`config.mk`:
```
export PLATFORM = sky130hd
export DESIGN_NAME = lsu_port_flat
export DESIGN_NICKNAME = d
export VERILOG_FILES = /design/src/rtl/lsu_pkg.sv /design/src/rtl/lsu_port_if.sv /design/src/rtl/lsu_align.sv /design/src/rtl/lsu_port.sv /design/src/flat_wrapper.sv
export SDC_FILE = /design/constraint.sdc
export NUM_CORES = 1
export LEC_CHECK = 0
export ABC_AREA = 0
export BUFFER_PORTS_ARGS = -buffer_cell sky130_fd_sc_hd__buf_2
export CAP_MARGIN = 0
export CORE_AREA = 2 2 95 97
export DETAILED_ROUTE_END_ITERATION = 8
export DIE_AREA = 0 0 97 99
export GPL_TIMING_DRIVEN = 0
export HOLD_SLACK_MARGIN = 0.12
export PLACE_DENSITY_LB_ADDON = 0.2
export SLEW_MARGIN = 25
export SYNTH_ARGS = -nofsm -noshare
export SYNTH_HDL_FRONTEND = slang
export SYNTH_SLANG_ARGS = --single-unit
```
`constraint.sdc`:
```
create_clock -name clk -period 2 [get_ports clk]
set_input_delay 0.4 -clock clk [delete_from_list [all_inputs] [get_ports clk]]
set_output_delay 0.4 -clock clk [all_outputs]
set_load 0.03 [all_outputs]
```
`src/rtl/lsu_pkg.sv`:
```
// lsu_pkg: shared types and lane helpers for the load/store port.
// Contents: size_t and lsu_state_t enums, size decode, byte-enable and lane
// replication helpers, and the misalignment predicate.
package lsu_pkg;

  localparam int unsigned DATA_W = 32;

  typedef enum logic [1:0] {
    SIZE_BYTE = 2'b00,
    SIZE_HALF = 2'b01,
    SIZE_WORD = 2'b10
  } size_t;

  typedef enum logic [1:0] {
    IDLE      = 2'b00,
    LOAD_WAIT = 2'b01,
    RESP      = 2'b10
  } lsu_state_t;

  // The reserved encoding 2'b11 behaves as a word access.
  function automatic size_t decode_size(input logic [1:0] raw);
    case (raw)
      2'b00:   decode_size = SIZE_BYTE;
      2'b01:   decode_size = SIZE_HALF;
      default: decode_size = SIZE_WORD;
    endcase
  endfunction

  function automatic logic [3:0] gen_ben(input size_t sz, input logic [1:0] off);
    case (sz)
      SIZE_BYTE: gen_ben = 4'b0001 << off;
      SIZE_HALF: gen_ben = 4'b0011 << {off[1], 1'b0};
      default:   gen_ben = 4'b1111;
    endcase
  endfunction

  // Replicate right-justified store data across every lane it could occupy,
  // so the byte enables alone select the target bytes.
  function automatic logic [DATA_W-1:0] gen_lanes(input size_t sz,
                                                  input logic [DATA_W-1:0] wd);
    case (sz)
      SIZE_BYTE: gen_lanes = {4{wd[7:0]}};
      SIZE_HALF: gen_lanes = {2{wd[15:0]}};
      default:   gen_lanes = wd;
    endcase
  endfunction

  function automatic logic is_misaligned(input size_t sz, input logic [1:0] off);
    case (sz)
      SIZE_BYTE: is_misaligned = 1'b0;
      SIZE_HALF: is_misaligned = off[0];
      default:   is_misaligned = (off != 2'b00);
    endcase
  endfunction

endpackage

```
`src/rtl/lsu_port_if.sv`:
```
// lsu_port_if: request/response and memory port B signals of the load/store port.
// Ports: req_* (CPU request), resp_* (completion), mem_* (BRAM port B).
// Modports: slave = the lsu_port itself, master = the core/memory environment.
interface lsu_port_if #(
  parameter int unsigned AW = 13
);
  logic          req_valid;
  logic          req_ready;
  logic [AW-1:0] req_addr;
  logic          req_we;
  logic [1:0]    req_size;
  logic          req_unsigned;
  logic [31:0]   req_wdata;

  logic          resp_valid;
  logic [31:0]   resp_rdata;
  logic          resp_fault;

  logic [AW-1:0] mem_addr;
  logic [31:0]   mem_wdata;
  logic [3:0]    mem_ben;
  logic          mem_we;
  logic [31:0]   mem_rdata;

  modport slave (
    input  req_valid, req_addr, req_we, req_size, req_unsigned, req_wdata,
    input  mem_rdata,
    output req_ready, resp_valid, resp_rdata, resp_fault,
    output mem_addr, mem_wdata, mem_ben, mem_we
  );

  modport master (
    output req_valid, req_addr, req_we, req_size, req_unsigned, req_wdata,
    output mem_rdata,
    input  req_ready, resp_valid, resp_rdata, resp_fault,
    input  mem_addr, mem_wdata, mem_ben, mem_we
  );
endinterface

```
`src/rtl/lsu_align.sv`:
```
// lsu_align: combinational store lane/byte-enable generation and load extract/extend.
// Ports: st_* (store size/offset/data -> ben + replicated data),
//        ld_* (latched size/offset/unsigned + raw read word -> formatted load data).
module lsu_align
  import lsu_pkg::*;
(
  input  size_t       st_size_i,
  input  logic [1:0]  st_off_i,
  input  logic [31:0] st_wdata_i,
  output logic [3:0]  st_ben_o,
  output logic [31:0] st_wdata_o,

  input  size_t       ld_size_i,
  input  logic [1:0]  ld_off_i,
  input  logic        ld_unsigned_i,
  input  logic [31:0] ld_rdata_i,
  output logic [31:0] ld_data_o
);

  logic [31:0] shifted;

  assign st_ben_o   = gen_ben(st_size_i, st_off_i);
  assign st_wdata_o = gen_lanes(st_size_i, st_wdata_i);

  // Bring the addressed byte/half down to bit 0.
  assign shifted = ld_rdata_i >> {ld_off_i, 3'b000};

  always_comb begin
    ld_data_o = shifted;
    case (ld_size_i)
      SIZE_BYTE: ld_data_o = {{24{~ld_unsigned_i & shifted[7]}}, shifted[7:0]};
      SIZE_HALF: ld_data_o = {{16{~ld_unsigned_i & shifted[15]}}, shifted[15:0]};
      default:   ld_data_o = shifted;
    endcase
  end

endmodule

```
`src/rtl/lsu_port.sv`:
```
// lsu_port: single-outstanding load/store initiator for BRAM port B.
// Ports: clk, reset (sync, active-high), bus (lsu_port_if.slave: req_*, resp_*, mem_*).
// Stores respond one cycle after accept, loads two cycles after accept.
// Build option LSU_MISALIGN_TRAP_EN: misaligned requests fault without touching
// memory; when undefined, offending low address bits are cleared and the access proceeds.
module lsu_port
  import lsu_pkg::*;
#(
  parameter int unsigned MEM_SIZE = 8192
)(
  input  logic        clk,
  input  logic        reset,
  lsu_port_if.slave   bus
);

  localparam int unsigned AW = $clog2(MEM_SIZE);

  lsu_state_t    state_q, state_d;
  logic [AW-1:0] addr_q, addr_d;
  logic [1:0]    ld_off_q, ld_off_d;
  size_t         ld_size_q, ld_size_d;
  logic          ld_uns_q, ld_uns_d;
  logic [31:0]   rdata_q, rdata_d;

  size_t         req_sz;
  logic [1:0]    req_off;
  logic [1:0]    off_eff;
  logic          trap;
  logic          accept;
  logic [3:0]    st_ben;
  logic [31:0]   st_wdata;
  logic [31:0]   ld_data;

  assign req_sz  = decode_size(bus.req_size);
  assign req_off = bus.req_addr[1:0];

`ifdef LSU_MISALIGN_TRAP_EN
  logic fault_q, fault_d;

  assign off_eff = req_off;
  assign trap    = is_misaligned(req_sz, req_off);
`else
  // Clear only the bits that would make the access straddle its natural boundary.
  always_comb begin
    off_eff = req_off;
    case (req_sz)
      SIZE_HALF: off_eff = {req_off[1], 1'b0};
      SIZE_WORD: off_eff = 2'b00;
      default:   off_eff = req_off;
    endcase
  end
  assign trap = 1'b0;
`endif

  // Gating with reset keeps the port inert (no accept, no write) while reset is high.
  assign bus.req_ready = (state_q == IDLE) && !reset;
  assign accept        = bus.req_valid && bus.req_ready;

  lsu_align u_align (
    .st_size_i     (req_sz),
    .st_off_i      (off_eff),
    .st_wdata_i    (bus.req_wdata),
    .st_ben_o      (st_ben),
    .st_wdata_o    (st_wdata),
    .ld_size_i     (ld_size_q),
    .ld_off_i      (ld_off_q),
    .ld_unsigned_i (ld_uns_q),
    .ld_rdata_i    (bus.mem_rdata),
    .ld_data_o     (ld_data)
  );

  always_comb begin
    state_d       = state_q;
    addr_d        = addr_q;
    ld_off_d      = ld_off_q;
    ld_size_d     = ld_size_q;
    ld_uns_d      = ld_uns_q;
    rdata_d       = rdata_q;
`ifdef LSU_MISALIGN_TRAP_EN
    fault_d       = fault_q;
`endif
    bus.mem_addr  = addr_q;
    bus.mem_wdata = '0;
    bus.mem_ben   = 4'b0000;
    bus.mem_we    = 1'b0;

    case (state_q)
      IDLE: begin
        if (accept) begin
          addr_d       = {bus.req_addr[AW-1:2], off_eff};
          bus.mem_addr = addr_d;
          rdata_d      = '0;
`ifdef LSU_MISALIGN_TRAP_EN
          fault_d      = trap;
`endif
          if (trap) begin
            state_d = RESP;
          end else begin
            bus.mem_ben   = st_ben;
            bus.mem_wdata = st_wdata;
            if (bus.req_we) begin
              bus.mem_we = 1'b1;
              state_d    = RESP;
            end else begin
              ld_off_d  = off_eff;
              ld_size_d = req_sz;
              ld_uns_d  = bus.req_unsigned;
              state_d   = LOAD_WAIT;
            end
          end
        end
      end
      // Registered BRAM output is valid now; format and capture it.
      LOAD_WAIT: begin
        rdata_d = ld_data;
        state_d = RESP;
      end
      RESP: begin
        state_d = IDLE;
      end
      default: begin
        state_d = IDLE;
      end
    endcase
  end

  always_ff @(posedge clk) begin
    if (reset) begin
      state_q   <= IDLE;
      addr_q    <= '0;
      ld_off_q  <= 2'b00;
      ld_size_q <= SIZE_BYTE;
      ld_uns_q  <= 1'b0;
      rdata_q   <= '0;
`ifdef LSU_MISALIGN_TRAP_EN
      fault_q   <= 1'b0;
`endif
    end else begin
      state_q   <= state_d;
      addr_q    <= addr_d;
      ld_off_q  <= ld_off_d;
      ld_size_q <= ld_size_d;
      ld_uns_q  <= ld_uns_d;
      rdata_q   <= rdata_d;
`ifdef LSU_MISALIGN_TRAP_EN
      fault_q   <= fault_d;
`endif
    end
  end

  assign bus.resp_valid = (state_q == RESP) && !reset;
  assign bus.resp_rdata = rdata_q;
`ifdef LSU_MISALIGN_TRAP_EN
  assign bus.resp_fault = fault_q;
`else
  assign bus.resp_fault = 1'b0;
`endif

  // Only trap mode needs the unused-in-default trap flag; keep it referenced.
  logic unused_trap;
  assign unused_trap = trap;

endmodule

```
`src/flat_wrapper.sv`:
```
// flat-port wrapper written by rule: the top's interface ports become plain ports
module lsu_port_flat import lsu_pkg::*;
#(
  parameter int unsigned MEM_SIZE = 8192
)
  (clk, reset, bus_req_valid, bus_req_addr, bus_req_we, bus_req_size, bus_req_unsigned, bus_req_wdata, bus_mem_rdata, bus_req_ready, bus_resp_valid, bus_resp_rdata, bus_resp_fault, bus_mem_addr, bus_mem_wdata, bus_mem_ben, bus_mem_we);
  lsu_port_if #(.AW(13)) bus_i ();
  input  logic clk;
  input  logic reset;
  input wire logic [$bits(bus_i.req_valid)-1:0] bus_req_valid;
  input wire logic [$bits(bus_i.req_addr)-1:0] bus_req_addr;
  input wire logic [$bits(bus_i.req_we)-1:0] bus_req_we;
  input wire logic [$bits(bus_i.req_size)-1:0] bus_req_size;
  input wire logic [$bits(bus_i.req_unsigned)-1:0] bus_req_unsigned;
  input wire logic [$bits(bus_i.req_wdata)-1:0] bus_req_wdata;
  input wire logic [$bits(bus_i.mem_rdata)-1:0] bus_mem_rdata;
  output wire logic [$bits(bus_i.req_ready)-1:0] bus_req_ready;
  output wire logic [$bits(bus_i.resp_valid)-1:0] bus_resp_valid;
  output wire logic [$bits(bus_i.resp_rdata)-1:0] bus_resp_rdata;
  output wire logic [$bits(bus_i.resp_fault)-1:0] bus_resp_fault;
  output wire logic [$bits(bus_i.mem_addr)-1:0] bus_mem_addr;
  output wire logic [$bits(bus_i.mem_wdata)-1:0] bus_mem_wdata;
  output wire logic [$bits(bus_i.mem_ben)-1:0] bus_mem_ben;
  output wire logic [$bits(bus_i.mem_we)-1:0] bus_mem_we;
  assign bus_i.req_valid = bus_req_valid;
  assign bus_i.req_addr = bus_req_addr;
  assign bus_i.req_we = bus_req_we;
  assign bus_i.req_size = bus_req_size;
  assign bus_i.req_unsigned = bus_req_unsigned;
  assign bus_i.req_wdata = bus_req_wdata;
  assign bus_i.mem_rdata = bus_mem_rdata;
  assign bus_req_ready = bus_i.req_ready;
  assign bus_resp_valid = bus_i.resp_valid;
  assign bus_resp_rdata = bus_i.resp_rdata;
  assign bus_resp_fault = bus_i.resp_fault;
  assign bus_mem_addr = bus_i.mem_addr;
  assign bus_mem_wdata = bus_i.mem_wdata;
  assign bus_mem_ben = bus_i.mem_ben;
  assign bus_mem_we = bus_i.mem_we;
  lsu_port #(.MEM_SIZE(MEM_SIZE)) u_core (.clk(clk), .reset(reset), .bus(bus_i));
endmodule
```
==> results of run 1 <==
[power breakdown]
part / total, mW / switching [mW] / internal [mW]
registers: 1.08 / 0.0191 / 1.07
clock network: 0.614 / 0.368 / 0.245
logic: 0.862 / 0.484 / 0.377
total: 2.56 / 0.872 / 1.69
[through the flow]
step / setup WS, ps / hold slack (ps) / std cells / setup TNS [ps]
floorplan: -113 / 444 / 358 / -530
global placement: -437 / 432 / 632 / -11870
detailed placement: -407 / 460 / 632 / -12420
CTS: -232 / 310 / 651 / -7940
global route: -267 / 340 / 657 / -10070
finish: -212 / 334 / 657 / -7500
[worst min-delay path: stages]
cell	delay, ps
sky130_fd_sc_hd__buf_2	100
sky130_fd_sc_hd__nand2_1	50
sky130_fd_sc_hd__a21oi_1	60
[cells by family (layout without fill, tap and decap cells)]
group / after synthesis / after routing
simple gates: 127 / 127
compound gates: 111 / 111
flops: 52 / 52
mux: 36 / 36
buf+inv: 31 / 222
other cells: 1 / 1
[flip-flops by register name, summed over array words and instances (netlist names)]
name	count
u_core.addr_q	13
u_core.bus.resp_rdata	32
u_core.ld_off_q	2
u_core.ld_size_q	2
u_core.ld_uns_q	1
u_core.state_q	2
[area by class of cell]
type / count / area [µm²]
Multi-Input combinational cell: 275 / 2130
Clock inverter: 3 / 18.8
Tap cell: 108 / 135
Buffer: 29 / 254
Fill cell: 756 / 3570
Clock buffer: 5 / 68.8
Inverter: 1 / 3.75
Sequential cell: 52 / 1050
Timing Repair Buffer: 184 / 1320
[cells in the final DEF (no fill, tap or decap), types with 6 or more instances in the layout]
cell	count
sky130_fd_sc_hd__dfxtp_1	50
sky130_fd_sc_hd__nor2_4	16
sky130_fd_sc_hd__a21oi_4	10
sky130_fd_sc_hd__buf_6	56
sky130_fd_sc_hd__nor2_1	18
sky130_fd_sc_hd__o21ai_0	22
sky130_fd_sc_hd__and2_4	10
sky130_fd_sc_hd__clkbuf_8	6
sky130_fd_sc_hd__a221o_1	8
sky130_fd_sc_hd__buf_4	15
sky130_fd_sc_hd__a221o_2	8
sky130_fd_sc_hd__clkbuf_1	10
sky130_fd_sc_hd__a211o_1	7
sky130_fd_sc_hd__nand2_4	7
sky130_fd_sc_hd__a22o_1	7
sky130_fd_sc_hd__a32oi_1	7
sky130_fd_sc_hd__nand2_2	10
sky130_fd_sc_hd__nor2b_1	12
sky130_fd_sc_hd__mux2_2	9
sky130_fd_sc_hd__buf_2	119
sky130_fd_sc_hd__a21oi_1	33
sky130_fd_sc_hd__mux2i_1	25
sky130_fd_sc_hd__nand2_1	37
[metal layers]
layer  vias to the layer above  track usage  wire length [µm]
met2                       152        0.375              5390
met4                         0       0.0444                97
met3                         8       0.0475               795
met1                      1623        0.266              4470
li1                       1660            -                 -
met5                         -            0                 0
[worst max path at each step]
| stage | start | to | cells past startpoint |
|---|---|---|---|
| after floorplan | u_core.state_q[1]$_SDFFE_PP0P_ | bus_mem_ben[0] | 4 |
| after global placement | bus_req_size[0] | bus_mem_wdata[14] | 6 |
| after detailed placement | bus_req_size[0] | bus_mem_wdata[14] | 6 |
| after CTS | u_core.state_q[0]$_SDFFE_PP0P_ | bus_mem_wdata[14] | 5 |
| after global routing | u_core.state_q[1]$_SDFFE_PP0P_ | bus_mem_addr[5] | 6 |
| final | u_core.state_q[1]$_SDFFE_PP0P_ | bus_mem_wdata[14] | 5 |
[what timing repair did]
action | in CTS | in global routing
cloned | 3 | 2
pin swaps | 12 | 11
buffers inserted | 8 | 6
resized for setup | 149 | 16
endpoints found under the setup margin | 58 | 70
==> results_dict.tcl, run 1 <==
set metrics [dict create \
    run_status "complete, but fails checks" \
    failed_checks "setup timing" \
    finish.instance_area_um2 4980 \
    grt_pass1_wl_mm 16.8 \
    antenna_found_initial 0 \
    mean_area_per_synthesized_cell_um2 8.10 \
    final_min_period_over_clock_period 1.11 \
    worstSetupStartpointType "flip-flop" \
    die_height_um 99 \
    floorplan.io_pins 169 \
    layout_setup_ws_ps -212 \
    ff2ff_path_depth 7 \
    netlist_top_cells_count "sky130_fd_sc_hd__nand2_1 (55), sky130_fd_sc_hd__dfxtp_1 (52), sky130_fd_sc_hd__a21oi_1 (43)" \
    worstSetupEndpointType "output pin" \
    grt_setup_unrepaired "true" \
    final_period_minus_worst_setup_slack_ps 2210 \
    max_freq_ghz 0.452 \
    ir_worst_vdd_mv 0.315 \
    rr_startpoint "u_core.state_q[1]$_SDFFE_PP0P_" \
    worst_pin_slew_ps 668 \
    synth_edf_count 0 \
    post-synth-top-count-cell "sky130_fd_sc_hd__nand2_1" \
    syn_inst 358 \
    worstPathMaxFanout 7 \
    clock_tree.buffer_depth 2 \
    final_core_utilization 0.583 \
    worst_clock_skew_ps 8.21 \
    path_buf_inv 3 \
    synth-compound-area-share 0.259 \
    die_width_um 97 \
    synth.net_count 442 \
    postRouteAntennaNets 0 \
    synthTopCellsByArea "sky130_fd_sc_hd__dfxtp_1 (36%), sky130_fd_sc_hd__mux2i_1 (9.0%), sky130_fd_sc_hd__a21oi_1 (7.4%), sky130_fd_sc_hd__nand2_1 (7.1%), sky130_fd_sc_hd__nor2_1 (4.5%)" \
    die-area_um2 9600 \
    tritoncts.num_buffers 5 \
    holdCritPathClass "in -> reg" \
    hpwlAfterDp_mm 7.75 \
    drive_gt1_frac 0.536 \
    core.rowCount 34 \
    rrSetupSlack_ps 50 \
    routedWlPerCell_um 16.4 \
    drtPass1Iterations 4 \
    cts_max_level 2 \
    clk_transition_reported_paths_ps 100 \
    io_buffers 166 \
    critPathRequiredTime_ps 1600 \
    postCtsHoldBufs 0 \
    asyncSetResetFlopFracSynth 0 \
    critPathKind "reg -> out" \
    post-synth-top-area-fraction 0.359 \
    synth-simple-area-share 0.203 \
    ys_seq_elements 52 \
    cap_violations 0 \
    gr-usage-all-layers 0.212 \
    post_synth_fa_ha_maj_area_fraction 0 \
    insertedDiodeCount 0 \
    setup_viol 50 \
    initialDrtViolationCount 84 \
    first_global_vias 3443 \
    critical-path-max-stage-delay_ps 540 \
    cts_tree "yes" \
    number_of_clock_sinks 52 \
    timing.critical_path.cells "or4b_4, buf_12, clkbuf_16, a21oi_4, buf_6" \
    synth_cell_type_count 38 \
    yosys.area.top_type "sky130_fd_sc_hd__dfxtp_1" \
    power.density_cell_area_nw_per_um2 514 \
    vias_per_cell 5.24 \
    finalPower_mw 2.56 \
    coreArea_um2 8550 \
    synth_top_family_by_area "compound AO/OA/AOI/OAI gates" \
    reg2reg_to "u_core.bus.resp_rdata[29]$_SDFFE_PP0P_" \
    clock_tree.root_cell "sky130_fd_sc_hd__clkbuf_8" \
    yosysWarnings 0 \
    num-nets-final 632 \
    area_growth_syn_to_layout_pct 71.8 \
    min-delay-start "bus_req_unsigned" \
    route.detailed.drc 0 \
    netlist_area_before_placement_um2 2900 \
    grt_start_max_net_pins 17 \
    post_synth_xor_area_fraction 0 \
    detailed_place.area_um2 4200 \
    worst_hold_path.num_cells 3 \
    main_flop_type_after_synthesis "sky130_fd_sc_hd__dfxtp_1" \
    slowest_cell_on_the_critical_path "sky130_fd_sc_hd__or4b_4" \
    slew_hr 0.555 \
    worst_skew_pair_latency_ps 310 \
    hold_viol_final 0 \
    share_of_synthesized_area_occupied_by_flip_flops_and_latches 0.359 \
    initial_core_util 0.339 \
    whs_endpoint "u_core.ld_uns_q$_SDFFE_PP0P_" \
    maxSlewViolCount 0 \
    synth.area.mux_share 0.132 \
    global_route_overflow 0 \
    cp.arrival_ps 1810 \
    critical-path-top-delay-family "simple AND/OR/NAND/NOR gates" \
    leakagePower_nw 2.27 \
    routed_wl_mm 10.7 \
    num_vias 3443 \
    place_congestion 0.819 \
]
(Power assumes the default switching activity.)
==> run 2, diff against run 1 <==
--- a/config.mk
+++ b/config.mk
@@ -6,6 +6,7 @@
 export NUM_CORES = 1
 export LEC_CHECK = 0
 export ABC_AREA = 0
+export ABC_CLOCK_PERIOD_IN_PS = 2000
 export BUFFER_PORTS_ARGS = -buffer_cell sky130_fd_sc_hd__buf_2
 export CAP_MARGIN = 0
 export CORE_AREA = 2 2 95 97
@@ -14,6 +15,7 @@
 export GPL_TIMING_DRIVEN = 0
 export HOLD_SLACK_MARGIN = 0.12
 export PLACE_DENSITY_LB_ADDON = 0.2
+export REMOVE_ABC_BUFFERS = 1
 export SLEW_MARGIN = 25
 export SYNTH_ARGS = -nofsm -noshare
 export SYNTH_HDL_FRONTEND = slang
==> run 2 against run 1 <==
Against the previous run:
- the run still ends with setup timing left
- design area is 14% lower
- critical path depth is 2 lower
- final cell count is 4.7% lower
==> results_dict.tcl, run 2 (synthesized netlist as in run 1, its figures left out) <==
set metrics [dict create \
    slew_hr 0.529 \
    p_seq_frac 0.453 \
    power.net_switching_mw 0.822 \
    clock_power_share 0.262 \
    maxSlewViolCount 0 \
    number_of_clock_sinks 52 \
    detail_route.wirelength.met1_mm 4.57 \
    critPathRequiredTime_ps 1600 \
    hold_slack_ps 337 \
    leakagePower_nw 2.03 \
    timing.critical_path.cells "or4b_4, o21ai_2, buf_6" \
    global_route_overflow 0 \
    vias_per_cell 5.32 \
    initialDrtViolationCount 116 \
    layout_setup_ws_ps -106 \
    cts_tree "yes" \
    clock_tree.root_cell "sky130_fd_sc_hd__clkbuf_8" \
    clock_tree.buffer_depth 2 \
    tritoncts.num_buffers 5 \
    core.rowCount 34 \
    hpwlAfterDp_mm 6.74 \
    run_status "complete, but fails checks" \
    path_buf_inv 1 \
    grt_pass1_wl_mm 16.1 \
    cp.arrival_ps 1710 \
    final_min_period_over_clock_period 1.05 \
    drive_gt1_frac 0.450 \
    insertedDiodeCount 0 \
    grt_start_max_net_pins 39 \
    clk_transition_reported_paths_ps 90 \
    first_global_vias 3100 \
    largest_register_ffs 32 \
    io_buffers 167 \
    initial_core_util 0.339 \
    hold_viol_final 0 \
    area_growth_syn_to_layout_pct 47.2 \
    place_congestion 0.807 \
    worstSetupStartpointType "flip-flop" \
    route.met3.wl_um 714 \
    die_width_um 97 \
    power.density_cell_area_nw_per_um2 563 \
    holdCritPathClass "in -> reg" \
    slowest_cell_on_the_critical_path "sky130_fd_sc_hd__or4b_4" \
    postRouteAntennaNets 0 \
    num-nets-final 601 \
    gr-usage-all-layers 0.204 \
    highest_signal_layer "met4" \
    final_core_utilization 0.500 \
    dr_wl_met2_mm 5.20 \
    final_cell_mix "sky130_fd_sc_hd__buf_2 (126), sky130_fd_sc_hd__nand2_1 (52), sky130_fd_sc_hd__dfxtp_1 (48)" \
    postCtsHoldBufs 0 \
    grt_setup_unrepaired "true" \
    failed_checks "setup timing" \
    switching_share 0.342 \
    die_height_um 99 \
    floorplan.io_pins 169 \
    area.sequential_um2 1060 \
    critPathKind "reg -> out" \
    layout.cells.most_common "sky130_fd_sc_hd__buf_2" \
    routedWlPerCell_um 16.9 \
    worst_skew_pair_latency_ps 310 \
    post-place-ws_ps -873 \
    multi_input_comb_area_um2 1940 \
    ir_worst_vdd_mv 0.266 \
    fillerInstances 855 \
    drtPass1Iterations 4 \
    worst_pin_slew_ps 707 \
    worst_clock_skew_ps 14.9 \
    final.setup.tns_ps -1270 \
    coreArea_um2 8550 \
    critical-path-top-delay-family "simple AND/OR/NAND/NOR gates" \
    route.detailed.drc 0 \
    routed_wl_mm 10.6 \
    num_vias 3330 \
    worstPathMaxFanout 13 \
    internal_dissipation_mw 1.58 \
    die-area_um2 9600 \
    cap_violations 0 \
    power.share.combinational 0.286 \
    setup_viol 28 \
    max_freq_ghz 0.475 \
    final_period_minus_worst_setup_slack_ps 2110 \
    worstSetupEndpointType "output pin" \
    critical-path-max-stage-delay_ps 650 \
    cts_max_level 2 \
    antenna_found_initial 0 \
]
run 2: worst reg2reg max path, delay by kind of cell, from the launching register on:
kind	cells	cell delay [ps]
buffers and inverters	1	150
DFF	1	400
AOI/OAI and AO/OA	2	730
and+or+nand+nor	2	610
run 2: final cells by class:
| type | instances | area share |
|---|---|---|
| clock buffers | 5 | 0.0161 |
| multi-input cells | 284 | 0.453 |
| clock inverters | 3 | 0.00498 |
| well taps | 108 | 0.0316 |
| inverters | 1 | 0.000879 |
| flip-flops and latches | 52 | 0.247 |
| repair buffers | 173 | 0.246 |
run 2: per-stage QoR:
step	instances	area (µm²)	total power, mW
2_1_floorplan	328	2770	1.45
3_3_place_gp	603	3740	1.69
3_5_place_dp	604	3760	1.70
4_1_cts	621	4130	2.40
5_1_grt	626	4270	2.53
6_report	626	4270	2.41
run 2: metal layers:
metal  GRT usage  up-vias
met5           0        -
met4      0.0542        0
met3      0.0496        6
met2       0.339      142
met1       0.265     1565
li1            -     1617
run 2: repair_timing:
action                                  4_1_cts  5_1_grt
gates resized for setup                      67       39
buffers inserted                              2        3
pin swaps                                     9        4
endpoints found under the setup margin       82       63
cloned                                        7        2
run 2: power by group through the flow:
stage	sequential [mW]	combinational, mW	clock (mW)
3_5_place_dp	1.11	0.585	0
2_1_floorplan	1.14	0.306	0
4_1_cts	1.09	0.653	0.660
3_3_place_gp	1.11	0.576	0
6_report	1.09	0.687	0.629
5_1_grt	1.09	0.737	0.697
run 2: final timing paths:
path,startpoint,endpoint,slack (ps),cells after the start
setup / recovery,u_core.state_q[0]$_SDFFE_PP0P_,bus_mem_addr[0],-110,3
hold / removal,bus_req_unsigned,u_core.ld_uns_q$_SDFFE_PP0P_,340,3
setup reg to reg,u_core.state_q[1]$_SDFFE_PP0P_,u_core.bus.resp_rdata[29]$_SDFFE_PP0P_,60,5
hold reg to reg,u_core.bus.resp_rdata[15]$_SDFFE_PP0P_,u_core.bus.resp_rdata[15]$_SDFFE_PP0P_,470,2
==> run 3, diff against run 2 <==
--- a/config.mk
+++ b/config.mk
@@ -9,9 +9,9 @@
 export ABC_CLOCK_PERIOD_IN_PS = 2000
 export BUFFER_PORTS_ARGS = -buffer_cell sky130_fd_sc_hd__buf_2
 export CAP_MARGIN = 0
-export CORE_AREA = 2 2 95 97
+export CORE_AREA = 2 2 82 124
 export DETAILED_ROUTE_END_ITERATION = 8
-export DIE_AREA = 0 0 97 99
+export DIE_AREA = 0 0 84 126
 export GPL_TIMING_DRIVEN = 0
 export HOLD_SLACK_MARGIN = 0.12
 export PLACE_DENSITY_LB_ADDON = 0.2
@@ -19,4 +19,5 @@
 export SLEW_MARGIN = 25
 export SYNTH_ARGS = -nofsm -noshare
 export SYNTH_HDL_FRONTEND = slang
+export SYNTH_HIERARCHICAL = 1
 export SYNTH_SLANG_ARGS = --single-unit
==> run 3 against run 2 <==
Against the previous run:
- the flow still finishes with violations (setup timing)
- first-iteration DRC count is 5.2% lower
- design area is 18% higher
- routed wire length is 5.6% lower
- critical path depth is 1 higher
- hold slack better by 27 ps
- synthesized cell count is 0.84% higher
- clock power is 43% higher
- register-to-register slack better by 90 ps
- global-route usage is 2.3 points lower
- total power is 19% higher
- combinational power is 29% higher
- largest cell class unchanged
==> results_dict.tcl, run 3 <==
set metrics [dict create \
    worst_clock_skew_ps 4.67 \
    run_status "complete, but fails checks" \
    die-area_um2 10600 \
    timing.critical_path.cells "or4b_4, buf_6, mux2_4, buf_6" \
    rrSetupSlack_ps 150 \
    holdCritPathClass "in -> reg" \
    power.net_switching_mw 0.892 \
    drive_gt1_frac 0.559 \
    area_growth_syn_to_layout_pct 54.9 \
    clk_transition_reported_paths_ps 80 \
    route.detailed.drc 0 \
    layoutNonFillerInstCount 641 \
    ys_seq_elements 52 \
    global_route_overflow 0 \
    place_congestion 0.792 \
    worst_hold_path.num_cells 3 \
    die_height_um 126 \
    syn_inst 361 \
    post_synth_xor_area_fraction 0 \
    internal_dissipation_mw 1.98 \
    routed_wl_mm 9.98 \
    io_buffers 167 \
    num-nets-final 609 \
    core.rowCount 44 \
    cts_tree "yes" \
    netlist_top_cells_count "sky130_fd_sc_hd__dfxtp_1 (52), sky130_fd_sc_hd__and2_1 (37), sky130_fd_sc_hd__a22o_1 (32)" \
    cts_max_level 2 \
    final_min_period_over_clock_period 1.11 \
    p_seq_frac 0.378 \
    worstSetupStartpointType "flip-flop" \
    num_vias 3237 \
    yosys.area.top_type "sky130_fd_sc_hd__dfxtp_1" \
    synth_cell_type_count 33 \
    floorplan.io_pins 169 \
    layout.cells.most_common "sky130_fd_sc_hd__buf_2" \
    min-delay-start "bus_req_unsigned" \
    hpwlAfterDp_mm 6.71 \
    netlist_area_before_placement_um2 3260 \
    gr-usage-all-layers 0.180 \
    first_global_vias 3308 \
    reg2reg_to "u_core/bus.resp_rdata[15]$_SDFFE_PP0P_" \
    largest_register_ffs 32 \
    maxSlewViolCount 0 \
    synth_top_family_by_area "simple AND/OR/NAND/NOR gates" \
    postRouteAntennaNets 0 \
    slew_hr 0.558 \
    critPathRequiredTime_ps 1600 \
    hold_viol_final 0 \
    worst_path_most_repeated_cell "sky130_fd_sc_hd__buf_6" \
    postCtsHoldBufs 0 \
    worst_skew_pair_latency_ps 290 \
    mean_area_per_synthesized_cell_um2 9.02 \
    number_of_clock_sinks 52 \
    path_buf_inv 2 \
    whs_endpoint "u_core/ld_uns_q$_SDFFE_PP0P_" \
    synth-simple-area-share 0.217 \
    critical_path_cell_count 4 \
    layout_setup_ws_ps -218 \
    synth.area.mux_share 0.191 \
    power.density_cell_area_nw_per_um2 570 \
    final_period_minus_worst_setup_slack_ps 2220 \
    clock_power_share 0.313 \
    slowest_cell_on_the_critical_path "sky130_fd_sc_hd__or4b_4" \
    coreArea_um2 9520 \
    max_freq_ghz 0.451 \
    power.share.combinational 0.308 \
    synth_edf_count 0 \
    cap_violations 0 \
    grt_setup_unrepaired "true" \
    clock_tree.buffer_depth 2 \
    die_width_um 84 \
    drtPass1Iterations 4 \
    vias_per_cell 5.05 \
    share_of_synthesized_area_occupied_by_flip_flops_and_latches 0.320 \
    leakagePower_nw 2.30 \
    tritoncts.num_buffers 5 \
    grt_pass1_wl_mm 15.9 \
    post-synth-top-count-cell "sky130_fd_sc_hd__dfxtp_1" \
    antenna_found_initial 0 \
    post-place-cells 610 \
    switching_share 0.311 \
    rr_startpoint "u_core/ld_off_q[1]$_SDFFE_PP0P_" \
    fillerInstances 882 \
    ir_worst_vdd_mv 0.777 \
    synthTopCellsByArea "sky130_fd_sc_hd__dfxtp_1 (32%), sky130_fd_sc_hd__mux2_2 (8.6%), sky130_fd_sc_hd__a22o_1 (8.6%), sky130_fd_sc_hd__mux2i_1 (8.6%), sky130_fd_sc_hd__and2_1 (7.1%)" \
    post_synth_fa_ha_maj_area_fraction 0 \
    setup_viol 49 \
    critical-path-top-delay-family "simple AND/OR/NAND/NOR gates" \
    post-place-ws_ps -1020 \
    final_cell_mix "sky130_fd_sc_hd__buf_2 (115), sky130_fd_sc_hd__buf_6 (55), sky130_fd_sc_hd__dfxtp_1 (48)" \
    critPathKind "reg -> out" \
    main_flop_type_after_synthesis "sky130_fd_sc_hd__dfxtp_1" \
    worstPathMaxFanout 3 \
    synth-compound-area-share 0.197 \
    critical-path-max-stage-delay_ps 570 \
    grt_start_max_net_pins 34 \
    ff2ff_path_depth 4 \
    cp.arrival_ps 1820 \
    yosysWarnings 6 \
    post-synth-top-area-fraction 0.320 \
    clock_tree.root_cell "sky130_fd_sc_hd__clkbuf_16" \
    routedWlPerCell_um 15.6 \
    final_core_utilization 0.529 \
    worst_pin_slew_ps 661 \
    worstSetupEndpointType "output pin" \
    insertedDiodeCount 0 \
    asyncSetResetFlopFracSynth 0 \
    initial_core_util 0.342 \
    failed_checks "setup timing" \
    initialDrtViolationCount 110 \
]
## run 3: changes by cell type after synthesis, sizes merged, moves of 12 or more
cell and delta:
a22o +25, a211oi +14, mux2 +20, nor2 -13
a21oi -30, a221o -16, nand2 -31, nor2b +12
and2 +27
## run 3: per-stage QoR
step / hold WS (ps) / total power, mW / area, µm² / TNS [ps]
after CTS: 357 / 2.84 / 4860 / -5980
after global routing: 360 / 3.00 / 5040 / -8500
after floorplan: 464 / 1.52 / 3020 / -42840
after global placement: 459 / 1.76 / 4000 / -151160
after detailed placement: 462 / 1.79 / 4110 / -35690
final: 363 / 2.87 / 5040 / -5950
## run 3: worst max path at each step
stage	from	end	slack [ps]
floorplan	u_core/state_q[0]$_SDFFE_PP0P_	bus_mem_addr[0]	-670
global placement	reset	u_core/bus.resp_rdata[6]$_SDFFE_PP0P_	-2060
detailed placement	bus_req_size[1]	bus_mem_wdata[9]	-1020
CTS	u_core/state_q[0]$_SDFFE_PP0P_	bus_mem_addr[4]	-210
global route	u_core/state_q[0]$_SDFFE_PP0P_	bus_mem_addr[4]	-250
finish	u_core/state_q[0]$_SDFFE_PP0P_	bus_mem_addr[4]	-220
## run 3: tightest hold or removal path, stage by stage
cell and delay [ps]:
sky130_fd_sc_hd__buf_2 90, sky130_fd_sc_hd__nand3b_1 70, sky130_fd_sc_hd__a21oi_1 50
## run 3: per-layer routing
layer | global-route usage | share of wire
met5 | 0 | 0
met3 | 0.0446 | 0.067
met2 | 0.337 | 0.53
met4 | 0.0342 | 0.0064
met1 | 0.206 | 0.40
## run 3: cell families (layout without fill, tap and decap cells)
logic type | Yosys count | count (layout)
simple gates | 122 | 122
compound gates | 88 | 88
mux | 57 | 57
flops | 52 | 52
buf+inv | 41 | 206
other cells | 1 | 1
## run 3: power by group through the flow
stage	sequential, mW	clock, mW	combinational, mW
after floorplan	1.14	0	0.380
after global routing	1.09	0.962	0.946
after global placement	1.11	0	0.645
after detailed placement	1.11	0	0.673
final	1.09	0.900	0.885
after CTS	1.09	0.924	0.825
## run 3: layout make-up
type | count | area, µm² | share of cell area
multi-input cells | 268 | 2140 | 0.424
flip-flops and latches | 52 | 1050 | 0.208
inverters | 2 | 7.51 | 0.00149
clock buffers | 5 | 125 | 0.0248
well taps | 115 | 144 | 0.0285
repair buffers | 196 | 1550 | 0.307
clock inverters | 3 | 27.5 | 0.00546
## run 3: timing repair
action / CTS / global route
pin swaps: 3 / 4
setup endpoints to repair: 75 / 64
buffers inserted: 18 / 4
resized for setup: 141 / 37
gates cloned: 1 / 3
